===== src/rtl/seq_serializer_pkg.sv =====
// Shared types and sizing helpers for the serial front end.
package seq_serializer_pkg;

  typedef enum logic {
    IDLE  = 1'b0,
    SHIFT = 1'b1
  } ser_state_e;

  localparam int unsigned SER_WIDTH_DEF = 8;

  function automatic int unsigned cnt_w(input int unsigned width);
    return $clog2(width);
  endfunction

endpackage


===== src/rtl/seq_ser_hold_buf.sv =====
// One-entry holding register that lets the next word wait while the shifter drains.
module seq_ser_hold_buf #(
  parameter int WIDTH = 8
) (
  input  logic             clk,
  input  logic             rst,
  input  logic             load_i,
  input  logic             unload_i,
  input  logic [WIDTH-1:0] data_i,
  output logic [WIDTH-1:0] data_o,
  output logic             full_o
);

  logic [WIDTH-1:0] data_q;
  logic             full_q, full_d;

  // load only happens when empty and unload only when full, so they never collide
  always_comb begin
    full_d = full_q;
    if (load_i) begin
      full_d = 1'b1;
    end else if (unload_i) begin
      full_d = 1'b0;
    end
  end

  always_ff @(posedge clk) begin
    if (rst) begin
      full_q <= 1'b0;
    end else begin
      full_q <= full_d;
    end
  end

  always_ff @(posedge clk) begin
    if (load_i) begin
      data_q <= data_i;
    end
  end

  assign data_o = data_q;
  assign full_o = full_q;

endmodule


===== src/rtl/seq_bit_serializer.sv =====
// Parallel-to-serial front end for the sequence detectors: MSB first by default,
// LSB first when SEQ_SERIALIZER_LSB_FIRST_EN is defined.
module seq_bit_serializer
  import seq_serializer_pkg::*;
#(
  parameter int WIDTH = SER_WIDTH_DEF
) (
  input  logic             clk,
  input  logic             rst,
  input  logic [WIDTH-1:0] din,
  input  logic             din_valid,
  output logic             din_ready,
  output logic             x,
  output logic             x_valid,
  output logic             busy,
  output logic             word_done
);

  localparam int unsigned     CW       = cnt_w(WIDTH);
  localparam logic [CW-1:0]   CNT_LAST = CW'(WIDTH - 1);

  ser_state_e       state_q, state_d;
  logic [CW-1:0]    cnt_q, cnt_d;
  logic [WIDTH-1:0] shift_q, shift_d, shifted;
  logic [WIDTH-1:0] hold_data;
  logic             hold_full;
  logic             accept, last, hold_load, hold_unload, out_bit;

  assign din_ready   = !hold_full;
  assign accept      = din_valid && !hold_full;
  assign last        = (state_q == SHIFT) && (cnt_q == CNT_LAST);
  assign hold_load   = accept && (state_q == SHIFT) && !last;
  assign hold_unload = last && hold_full;

`ifdef SEQ_SERIALIZER_LSB_FIRST_EN
  assign shifted = {1'b0, shift_q[WIDTH-1:1]};
  assign out_bit = shift_q[0];
`else
  assign shifted = {shift_q[WIDTH-2:0], 1'b0};
  assign out_bit = shift_q[WIDTH-1];
`endif

  seq_ser_hold_buf #(.WIDTH(WIDTH)) u_hold (
    .clk      (clk),
    .rst      (rst),
    .load_i   (hold_load),
    .unload_i (hold_unload),
    .data_i   (din),
    .data_o   (hold_data),
    .full_o   (hold_full)
  );

  // On the last bit the buffered word has priority; din_ready is low then anyway
  always_comb begin
    state_d = state_q;
    cnt_d   = cnt_q;
    shift_d = shift_q;
    case (state_q)
      IDLE: begin
        if (accept) begin
          state_d = SHIFT;
          cnt_d   = '0;
          shift_d = din;
        end
      end
      SHIFT: begin
        if (!last) begin
          shift_d = shifted;
          cnt_d   = cnt_q + 1'b1;
        end else if (hold_full) begin
          shift_d = hold_data;
          cnt_d   = '0;
        end else if (accept) begin
          shift_d = din;
          cnt_d   = '0;
        end else begin
          state_d = IDLE;
          cnt_d   = '0;
          shift_d = '0;
        end
      end
      default: begin
        state_d = IDLE;
        cnt_d   = '0;
        shift_d = '0;
      end
    endcase
  end

  always_ff @(posedge clk) begin
    if (rst) begin
      state_q <= IDLE;
      cnt_q   <= '0;
      shift_q <= '0;
    end else begin
      state_q <= state_d;
      cnt_q   <= cnt_d;
      shift_q <= shift_d;
    end
  end

  assign x_valid   = (state_q == SHIFT);
  assign x         = x_valid & out_bit;
  assign busy      = x_valid || hold_full;
  assign word_done = last;

endmodule


===== config.mk =====
export PLATFORM = sky130hd
export DESIGN_NAME = seq_bit_serializer
export DESIGN_NICKNAME = d
export VERILOG_FILES = /design/src/rtl/seq_serializer_pkg.sv /design/src/rtl/seq_ser_hold_buf.sv /design/src/rtl/seq_bit_serializer.sv
export SDC_FILE = /design/constraint.sdc
export NUM_CORES = 1
export LEC_CHECK = 0
export CAP_MARGIN = 10
export CORE_MARGIN = 2
export CORE_UTILIZATION = 45
export CTS_CLUSTER_DIAMETER = 150
export DETAILED_ROUTE_END_ITERATION = 12
export GPL_ROUTABILITY_DRIVEN = 0
export PLACE_DENSITY = 0.69
export SKIP_CTS_REPAIR_TIMING = 1
export SYNTH_ARGS = -nofsm -noshare
export SYNTH_HDL_FRONTEND = slang
export SYNTH_SLANG_ARGS = --single-unit

===== constraint.sdc =====
create_clock -name clk -period 2.54 [get_ports clk]
set_input_delay 0.508 -clock clk [delete_from_list [all_inputs] [get_ports clk]]
set_output_delay 0.508 -clock clk [all_outputs]
set_load 0.1 [all_outputs]

==> summary.md, run 1 <==
| Metric | Value |
|---|---|
| Number of port buffers | `15` |
| Setup violators final | `0` |
| Syn Inst Count | `92` |
| Gr ovfl total | `0` |
| Global-route wire length before repair | `3.12 mm` |
| Final core utilization | `0.559` |
| Filler cells | `211` |
| Setup TNS | `0 ns` |
| Worst-path clk slew | `0.11 ns` |
| Fin crit share | `0.877` |
| Worst endpoint required time | `2.03 ns` |
| Leading area contributor after synthesis | `dfxtp_1` |
| CTS Buf Count | `3` |
| Sequential Power Share | `0.577` |
| Max incr delay on CP | `0.40 ns` |
| Cell Chain, Critical Path | `ha_1, ha_1, and2_1, buf_12` |
| Diode count | `0` |
| Area Growth Syn to Fin | `19.9%` |
| Largest buffer count on any clock path | `2` |
| Outcome | `completed` |
| Die footprint | `2620 µm²` |
| Logic gate share of total power | `0.184` |
| CP Max Fanout | `14` |
| Final hold slack | `0.471 ns` |
| Worst path bufs/invs | `1` |
| P_int | `0.476 mW` |
| Pwr Density | `552 nW/µm²` |
| Clk sinks | `21` |
| Hold Crit Class | `reg -> reg` |
| R2R setup slack | `0.66 ns` |
| Pre-antenna DRT Iters | `3` |
| WP data arrival | `1.72 ns` |
| RSZ-0062 raised after global routing | `false` |
| Final Non-Filler Cells | `135` |
| Top delay family on crit path | `adder cells` |
| Slew Limit Fails | `0` |
| Max Cap Violations | `0` |
| Fin crit period | `2.23 ns` |
| Vias per std cell | `5.24` |
| Vias | `707` |
| Register area share after synthesis | `0.500` |
| Num rows | `17` |
| Depth of the CTS H-tree | `1` |
| Maximum clock rate | `0.449 GHz` |
| # nets final | `121` |
| Crit start category | `flop` |
| Crit path kind | `reg -> out` |
| Effective utilization at floorplan | `0.466` |
| Clock latency on the worst-skew pair | `0.30 ns` |
| Core box area | `2150 µm²` |
| Antenna-violating nets left | `0` |
| Crit end category | `primary output` |
| Die height | `51.2 µm` |
| Die X | `51.2 µm` |
| Synthesis-stage register bit count | `21` |
| DRC viols | `0` |
| Worst Tran Pin Value | `0.413 ns` |
| IR drop worst, VDD | `0.000367 V` |
| Post-DP HPWL | `1.31 mm` |
| Top FF cell, synth | `dfxtp_1` |
| Switching share of total power | `0.281` |
| Worst slew margin | `0.725` |
| Synth warnings | `0` |
| Total global-route track usage | `0.162` |
| Clk_skew | `0.00484 ns` |
| Routed WL per cell | `13.6 µm` |
| Static leakage | `0.478 nW` |
| Fraction of registers with async set/reset | `0` |
| Share of layout cells above drive strength 1 | `0.196` |
| EDFF count, synth | `8` |
| CTS tree | `built` |
| Switch Pwr | `0.186 mW` |
| Root buffer cell | `clkbuf_4` |
| I/O pin cnt | `16` |
| Detailed Route WL | `1.83 mm` |
| CP max stage cell | `ha_1` |
| Hold Vio Cnt, Final | `0` |
| Yosys cell types | `32` |
| Clk pwr share | `0.239` |
| Syn Area/Cell | `10.9 µm²` |
| Drt first-iter violations | `14` |
| CP most frequent cell | `ha_1` |
| DP Cell Count | `131` |
| Mapped Area | `1000 µm²` |
| Top-area cell type share of the netlist area | `0.260` |
| Largest cells by area after synthesis | `dfxtp_1 26%, edfxtp_1 24%, o221ai_2 9.0%, and3b_1 5.2%, a31oi_1 4.4%` |
| Syn Nets | `105` |
| Initial antenna violation count | `0` |
| Vias in the first global route | `704` |
| Largest net degree at the start of global routing | `16` |
[layer usage]
metal / vias up / share of wire / global-route usage
li1: 371 / - / -
met1: 327 / 0.50 / 0.220
met2: 7 / 0.47 / 0.249
met3: 2 / 0.025 / 0.0263
met4: 0 / 0.0066 / 0.0811
met5: - / 0 / 0
[layout make-up]
type                            instances  area [µm²]  share of cell area
Multi-Input combinational cell         55         430               0.359
Inverter                                9        33.8              0.0282
Clock buffer                            4        26.3              0.0219
Tap cell                               28        35.0              0.0292
Sequential cell                        21         502               0.418
Timing Repair Buffer                   18         173               0.144
[worst paths after layout]
check	startpoint	to	depth (start not counted)
max	cnt_q[0]	word_done	4
min	u_hold.data_o[4]	shift_q[4]	2
max reg2reg	cnt_q[0]	shift_q[5]	5
min reg2reg	u_hold.data_o[4]	shift_q[4]	2
[flip-flops by register name (all words and copies together) (netlist names)]
signal and count:
shift_q 8, u_hold.data_o 8, cnt_q 3, u_hold.full_o 1, x_valid 1
[through the flow]
step | area (µm²) | worst slack, ns | total power, mW
3_3_place_gp | 1170 | 0.530 | 0.511
3_5_place_dp | 1170 | 0.487 | 0.513
6_report | 1200 | 0.312 | 0.662
2_1_floorplan | 1000 | 0.258 | 0.474
4_1_cts | 1200 | 0.296 | 0.671
5_1_grt | 1200 | 0.160 | 0.690
[logic make-up after synthesis]
family	synth area share
and+or+nand+nor	0.189
AOI/OAI and AO/OA	0.206
DFF	0.500
buffers and inverters	0.0700
adders and majority gates	0.0250
muxes	0.0100
[cell usage in the layout (no fill, tap or decap), types with 2 or more instances in the layout]
cell type and instances:
dfxtp_1 12, clkdlybuf4s50_1 10, inv_1 8, edfxtp_1 8, nand2_1 7, a31oi_1 7, buf_4 7, and3b_1 6
o221ai_2 6, nor2_1 3, clkbuf_4 3, nor3_1 2, and2_1 2, a21oi_1 2, nor2b_1 2, a32oi_1 2
nand2b_1 2, ha_1 2
[power groups by stage]
| stage | registers (mW) | clock network, mW | logic (mW) |
|---|---|---|---|
| 2_1_floorplan | 0.393 | 0 | 0.0804 |
| 3_3_place_gp | 0.389 | 0 | 0.121 |
| 6_report | 0.382 | 0.158 | 0.122 |
| 5_1_grt | 0.385 | 0.174 | 0.131 |
| 3_5_place_dp | 0.390 | 0 | 0.123 |
| 4_1_cts | 0.382 | 0.166 | 0.123 |
[worst reg2reg max path, cell delays in order, from the launching register on]
cell      delay [ns]
dfxtp_1         0.37
ha_1            0.17
ha_1            0.40
nor2b_1         0.14
or3_1           0.50
o221ai_2        0.22
[Yosys cell counts (all sizes together) (3+ instances only)]
master,n
a31oi,7
and3b,6
buf,4
clkbuf,3
dfxtp,13
edfxtp,8
inv,9
nand2,7
nand2b,3
nor2,3
o221ai,6
Note: power is estimated with default switching activity, not from simulation.
==> inputs of run 2 (changes only) <==
CORE_MARGIN = 3   (was 2)
CTS_CLUSTER_DIAMETER = 80   (was 150)
==> run 2 against run 1 <==
  * Critical path depth unchanged
  * Cell count fell by 0.74%
  * Register-to-register slack barely moved
  * Clock power is essentially flat
  * Via count is 4.1% higher
  * First-iteration DRC count shrank 29%
  * Fmax about the same
  * Routed wire length up 7.2%
  * Sequential share of layout area unchanged
  * Hold slack lost 0.0040 ns
  * Non-clock buffer count unchanged
==> summary.md, run 2 (synthesis results as in run 1) <==
| Metric | Value |
|---|---|
| Initial antenna violation count | `0` |
| DRC viols | `0` |
| Worst slew margin | `0.747` |
| CTS tree | `built` |
| Clk sinks | `21` |
| R2r startpoint | `cnt_q[0]` |
| Largest buffer count on any clock path | `2` |
| Die height | `53.2 µm` |
| Global-route wire length before repair | `3.35 mm` |
| Clock latency on the worst-skew pair | `0.31 ns` |
| Worst Tran Pin Value | `0.379 ns` |
| Crit path kind | `reg -> out` |
| Slew Limit Fails | `0` |
| I/O pin cnt | `16` |
| CP most frequent cell | `ha_1` |
| Most frequent cells in the layout | `12 x dfxtp_1, 10 x clkdlybuf4s50_1, 8 x inv_1, 8 x edfxtp_1` |
| Placed cell area | `1170 µm²` |
| Clk_skew | `0.00781 ns` |
| RR Endpoint | `shift_q[4]` |
| Largest net degree at the start of global routing | `16` |
| Max incr delay on CP | `0.39 ns` |
| Outcome | `completed` |
| CTS Buf Count | `3` |
| Num rows | `16` |
| Share of layout cells above drive strength 1 | `0.206` |
| Commonest non-fill, non-tap cell in the layout | `dfxtp_1` |
| Worst endpoint required time | `2.03 ns` |
| Vias in the first global route | `742` |
| Vias per std cell | `5.49` |
| CP Max Fanout | `14` |
| Pre-antenna DRT Iters | `2` |
| CP max stage cell | `dfxtp_1` |
| Effective utilization at floorplan | `0.490` |
| Number of port buffers | `15` |
| Final hold slack | `0.467 ns` |
| Worst Hold Depth | `2` |
| Hold Vio Cnt, Final | `0` |
| Detailed Route WL | `1.96 mm` |
| Post-DP HPWL | `1.38 mm` |
| Static leakage | `0.481 nW` |
| Maximum clock rate | `0.449 GHz` |
| Post-route cell area | `1200 µm²` |
| WP data arrival | `1.72 ns` |
| Core box area | `2040 µm²` |
| Crit start category | `flop` |
| Fin crit share | `0.876` |
| Root buffer cell | `clkbuf_4` |
| Cell Chain, Critical Path | `ha_1, ha_1, and2_1, buf_12` |
| Fin crit period | `2.23 ns` |
| Gr ovfl total | `0` |
| Max Cap Violations | `0` |
| Hold_sp | `u_hold.data_o[6]` |
| Crit end category | `primary output` |
| Setup TNS | `0 ns` |
| Die footprint | `2830 µm²` |
| Vias | `736` |
| Antenna-violating nets left | `0` |
| Total Power | `0.665 mW` |
| Depth of the CTS H-tree | `1` |
| Routed WL per cell | `14.6 µm` |
| R2R setup slack | `0.67 ns` |
| Drt first-iter violations | `10` |
| RSZ-0062 raised after global routing | `false` |
| Area Growth Syn to Fin | `19.9%` |
| # nets final | `121` |
| Hold endpoint | `shift_q[6]` |
| Die X | `53.2 µm` |
| Total global-route track usage | `0.166` |
| Reg2Reg Depth | `5` |
| IR drop worst, VDD | `0.000415 V` |
| Worst-path clk slew | `0.12 ns` |
| Setup violators final | `0` |
| Hold Crit Class | `reg -> reg` |
| Pwr Density | `554 nW/µm²` |
| Diode count | `0` |
run 2: cell count changes in the layout (fill, tap and decap cells not counted):
cell      before  now
clkinv_2       0    1
clkbuf_1       1    0
run 2: per-stage QoR:
stage	util	setup slack (ns)	std cells
floorplan	-	0.258	92
global route	0.588	0.176	134
global placement	0.574	0.527	130
finish	0.588	0.314	134
CTS	0.588	0.302	134
detailed placement	0.574	0.493	130
run 2: critical path, delay by kind of cell (launching register included):
family,cells,cell delay [ns]
and+or+nand+nor,1,0.27
buffers and inverters,1,0.20
adders and majority gates,2,0.55
DFF,1,0.39
run 2: power by group:
group          internal, mW  switching, mW  total [mW]
Sequential            0.369         0.0129       0.382
Clock                0.0588          0.101       0.159
Combinational        0.0464         0.0775       0.124
Total                 0.474          0.191       0.665
run 2: layer usage:
layer / part of all wire / GRT usage / wire length (µm)
met1: 0.46 / 0.199 / 909
met2: 0.47 / 0.279 / 931
met3: 0.056 / 0.0592 / 109
met4: 0.0061 / 0.0426 / 12
met5: 0 / 0 / 0
run 2: worst max path at each step:
stage,endpoint,slack (ns),depth (start not counted),start
CTS,word_done,0.30,4,cnt_q[0]
detailed placement,shift_q[3],0.49,4,din_valid
finish,word_done,0.31,4,cnt_q[0]
global route,word_done,0.18,4,cnt_q[0]
global placement,shift_q[5],0.53,4,din_valid
floorplan,busy,0.26,2,u_hold.full_o
run 2: cell type report:
| cell class | instances | area [µm²] |
|---|---|---|
| clock buffer | 3 | 22.5 |
| clock inverter | 1 | 5.00 |
| fill | 184 | 842 |
| inverter | 9 | 33.8 |
| multi-input combinational | 55 | 430 |
| sequential | 21 | 502 |
| tap | 27 | 33.8 |
| timing repair buffer | 18 | 173 |
==> inputs of run 3 (changes only) <==
CORE_MARGIN = 2   (was 3)
CORE_UTILIZATION = 51   (was 45)
PLACE_DENSITY = 0.77   (was 0.69)
SETUP_SLACK_MARGIN = 0.02   (was unset)
==> run 3 against run 2 <==
  * Die area is 17% lower
  * Hold slack got worse by 0.0050 ns
  * Routed wire length fell by 9.6%
  * Clock power is essentially flat
  * Sequential power barely moved
  * Power decreased by 0.19%
  * Critical endpoint unchanged
  * Critical path type unchanged
  * Largest cell class unchanged
==> summary.md, run 3 (synthesis results as in run 1) <==
| Metric | Value |
|---|---|
| Reg2Reg Depth | `5` |
| Worst endpoint required time | `2.03 ns` |
| Top delay family on crit path | `adder cells` |
| Die footprint | `2330 µm²` |
| RR Endpoint | `shift_q[2]` |
| Setup TNS | `0 ns` |
| Hold Vio Cnt, Final | `0` |
| Detailed Route WL | `1.78 mm` |
| Num rows | `16` |
| Worst Tran Pin Value | `0.375 ns` |
| Crit start category | `flop` |
| Total global-route track usage | `0.185` |
| Routed WL per cell | `13.1 µm` |
| Largest buffer count on any clock path | `2` |
| Largest net degree at the start of global routing | `16` |
| Vias | `727` |
| Drt first-iter violations | `11` |
| Number of port buffers | `15` |
| Maximum clock rate | `0.455 GHz` |
| Hold Crit Class | `reg -> reg` |
| IR drop worst, VDD | `0.000369 V` |
| Worst path depth | `4` |
| Core box area | `1900 µm²` |
| Root buffer cell | `clkbuf_4` |
| Slew Limit Fails | `0` |
| Fin crit share | `0.866` |
| Diode count | `0` |
| Worst Hold Depth | `2` |
| Most frequent cells in the layout | `12 x dfxtp_1, 10 x clkdlybuf4s50_1, 8 x inv_1, 8 x buf_4, 8 x edfxtp_1` |
| Die height | `48.3 µm` |
| R2r startpoint | `cnt_q[0]` |
| Antenna-violating nets left | `0` |
| Gr ovfl total | `0` |
| CP Max Fanout | `14` |
| Worst slew margin | `0.750` |
| Crit path kind | `reg -> out` |
| Vias per std cell | `5.39` |
| Setup ws final | `0.340 ns` |
| Clk_skew | `0.000912 ns` |
| Final Non-Filler Cells | `135` |
| DP Cell Count | `131` |
| DRC viols | `0` |
| Crit end category | `primary output` |
| CTS tree | `built` |
| Cell Chain, Critical Path | `ha_1, ha_1, and2_1, buf_12` |
| Die X | `48.3 µm` |
| Initial antenna violation count | `0` |
| WP data arrival | `1.69 ns` |
| Fin crit period | `2.20 ns` |
| Static leakage | `0.483 nW` |
| Global-route wire length before repair | `3.32 mm` |
| Commonest non-fill, non-tap cell in the layout | `dfxtp_1` |
| Hold_sp | `u_hold.data_o[6]` |
| Depth of the CTS H-tree | `1` |
| I/O pin cnt | `16` |
| Effective utilization at floorplan | `0.526` |
| CTS Buf Count | `3` |
| Pre-antenna DRT Iters | `4` |
| Area Growth Syn to Fin | `20.5%` |
| CP max stage cell | `dfxtp_1` |
| Setup WS pre-CTS | `0.532 ns` |
| Worst-path clk slew | `0.11 ns` |
| R2R setup slack | `0.71 ns` |
| Hold endpoint | `shift_q[6]` |
| CP most frequent cell | `ha_1` |
| Clk sinks | `21` |
| Max incr delay on CP | `0.38 ns` |
| Clock latency on the worst-skew pair | `0.30 ns` |
| Outcome | `completed` |
| Setup violators final | `0` |
| Max Cap Violations | `0` |
| Post-DP HPWL | `1.30 mm` |
| RSZ-0062 raised after global routing | `false` |
| Filler cells | `168` |
| Total Power | `0.664 mW` |
| Share of layout cells above drive strength 1 | `0.204` |
| Vias in the first global route | `738` |
| Worst path bufs/invs | `1` |
| Pwr Density | `550 nW/µm²` |
| # nets final | `122` |
[run 3: cell types whose count changed in the layout (fill, tap and decap cells not counted)]
| cell | delta |
|---|---|
| buf_4 | +1 |
| clkbuf_1 | +1 |
| clkinv_2 | -1 |
[run 3: layout make-up]
class	count	area, µm²	area share
flip-flops and latches	21	502	0.416
multi-input cells	55	430	0.357
repair buffers	19	180	0.149
inverters	9	33.8	0.0280
well taps	27	33.8	0.0280
clock buffers	4	26.3	0.0218
[run 3: metal layers]
metal,vias up,global-route usage,part of all wire
met2,15,0.315,0.46
li1,375,-,-
met4,0,0.114,0.031
met5,-,0,0
met1,332,0.212,0.47
met3,5,0.0401,0.041
[run 3: how the worst max path moves through the flow]
stage	from	slack, ns	end
global placement	din_valid	0.53	shift_q[3]
detailed placement	din_valid	0.53	shift_q[5]
floorplan	u_hold.full_o	0.26	busy
CTS	cnt_q[0]	0.33	word_done
global route	cnt_q[0]	0.23	word_done
finish	cnt_q[0]	0.34	word_done
[run 3: worst register-to-register path, cell delays in order, from the launching register on]
cell and delay (ns):
dfxtp_1 0.38, ha_1 0.16, ha_1 0.37, nor2b_1 0.14, or3_1 0.50, o221ai_2 0.22
[run 3: through the flow]
stage / util / hold WS (ns) / area [µm²]
global route: 0.634 / 0.485 / 1210
CTS: 0.634 / 0.465 / 1210
detailed placement: 0.620 / 0.437 / 1180
global placement: 0.620 / 0.430 / 1180
finish: 0.634 / 0.462 / 1210
floorplan: - / 0.428 / 1000
[run 3: report_power, final]
| part | internal (mW) | total [mW] | switching [mW] | leakage, nW |
|---|---|---|---|---|
| Sequential | 0.369 | 0.382 | 0.0129 | 0.180 |
| Clock | 0.0613 | 0.159 | 0.0973 | 0.0150 |
| Combinational | 0.0472 | 0.123 | 0.0762 | 0.287 |
| Total | 0.477 | 0.664 | 0.186 | 0.483 |
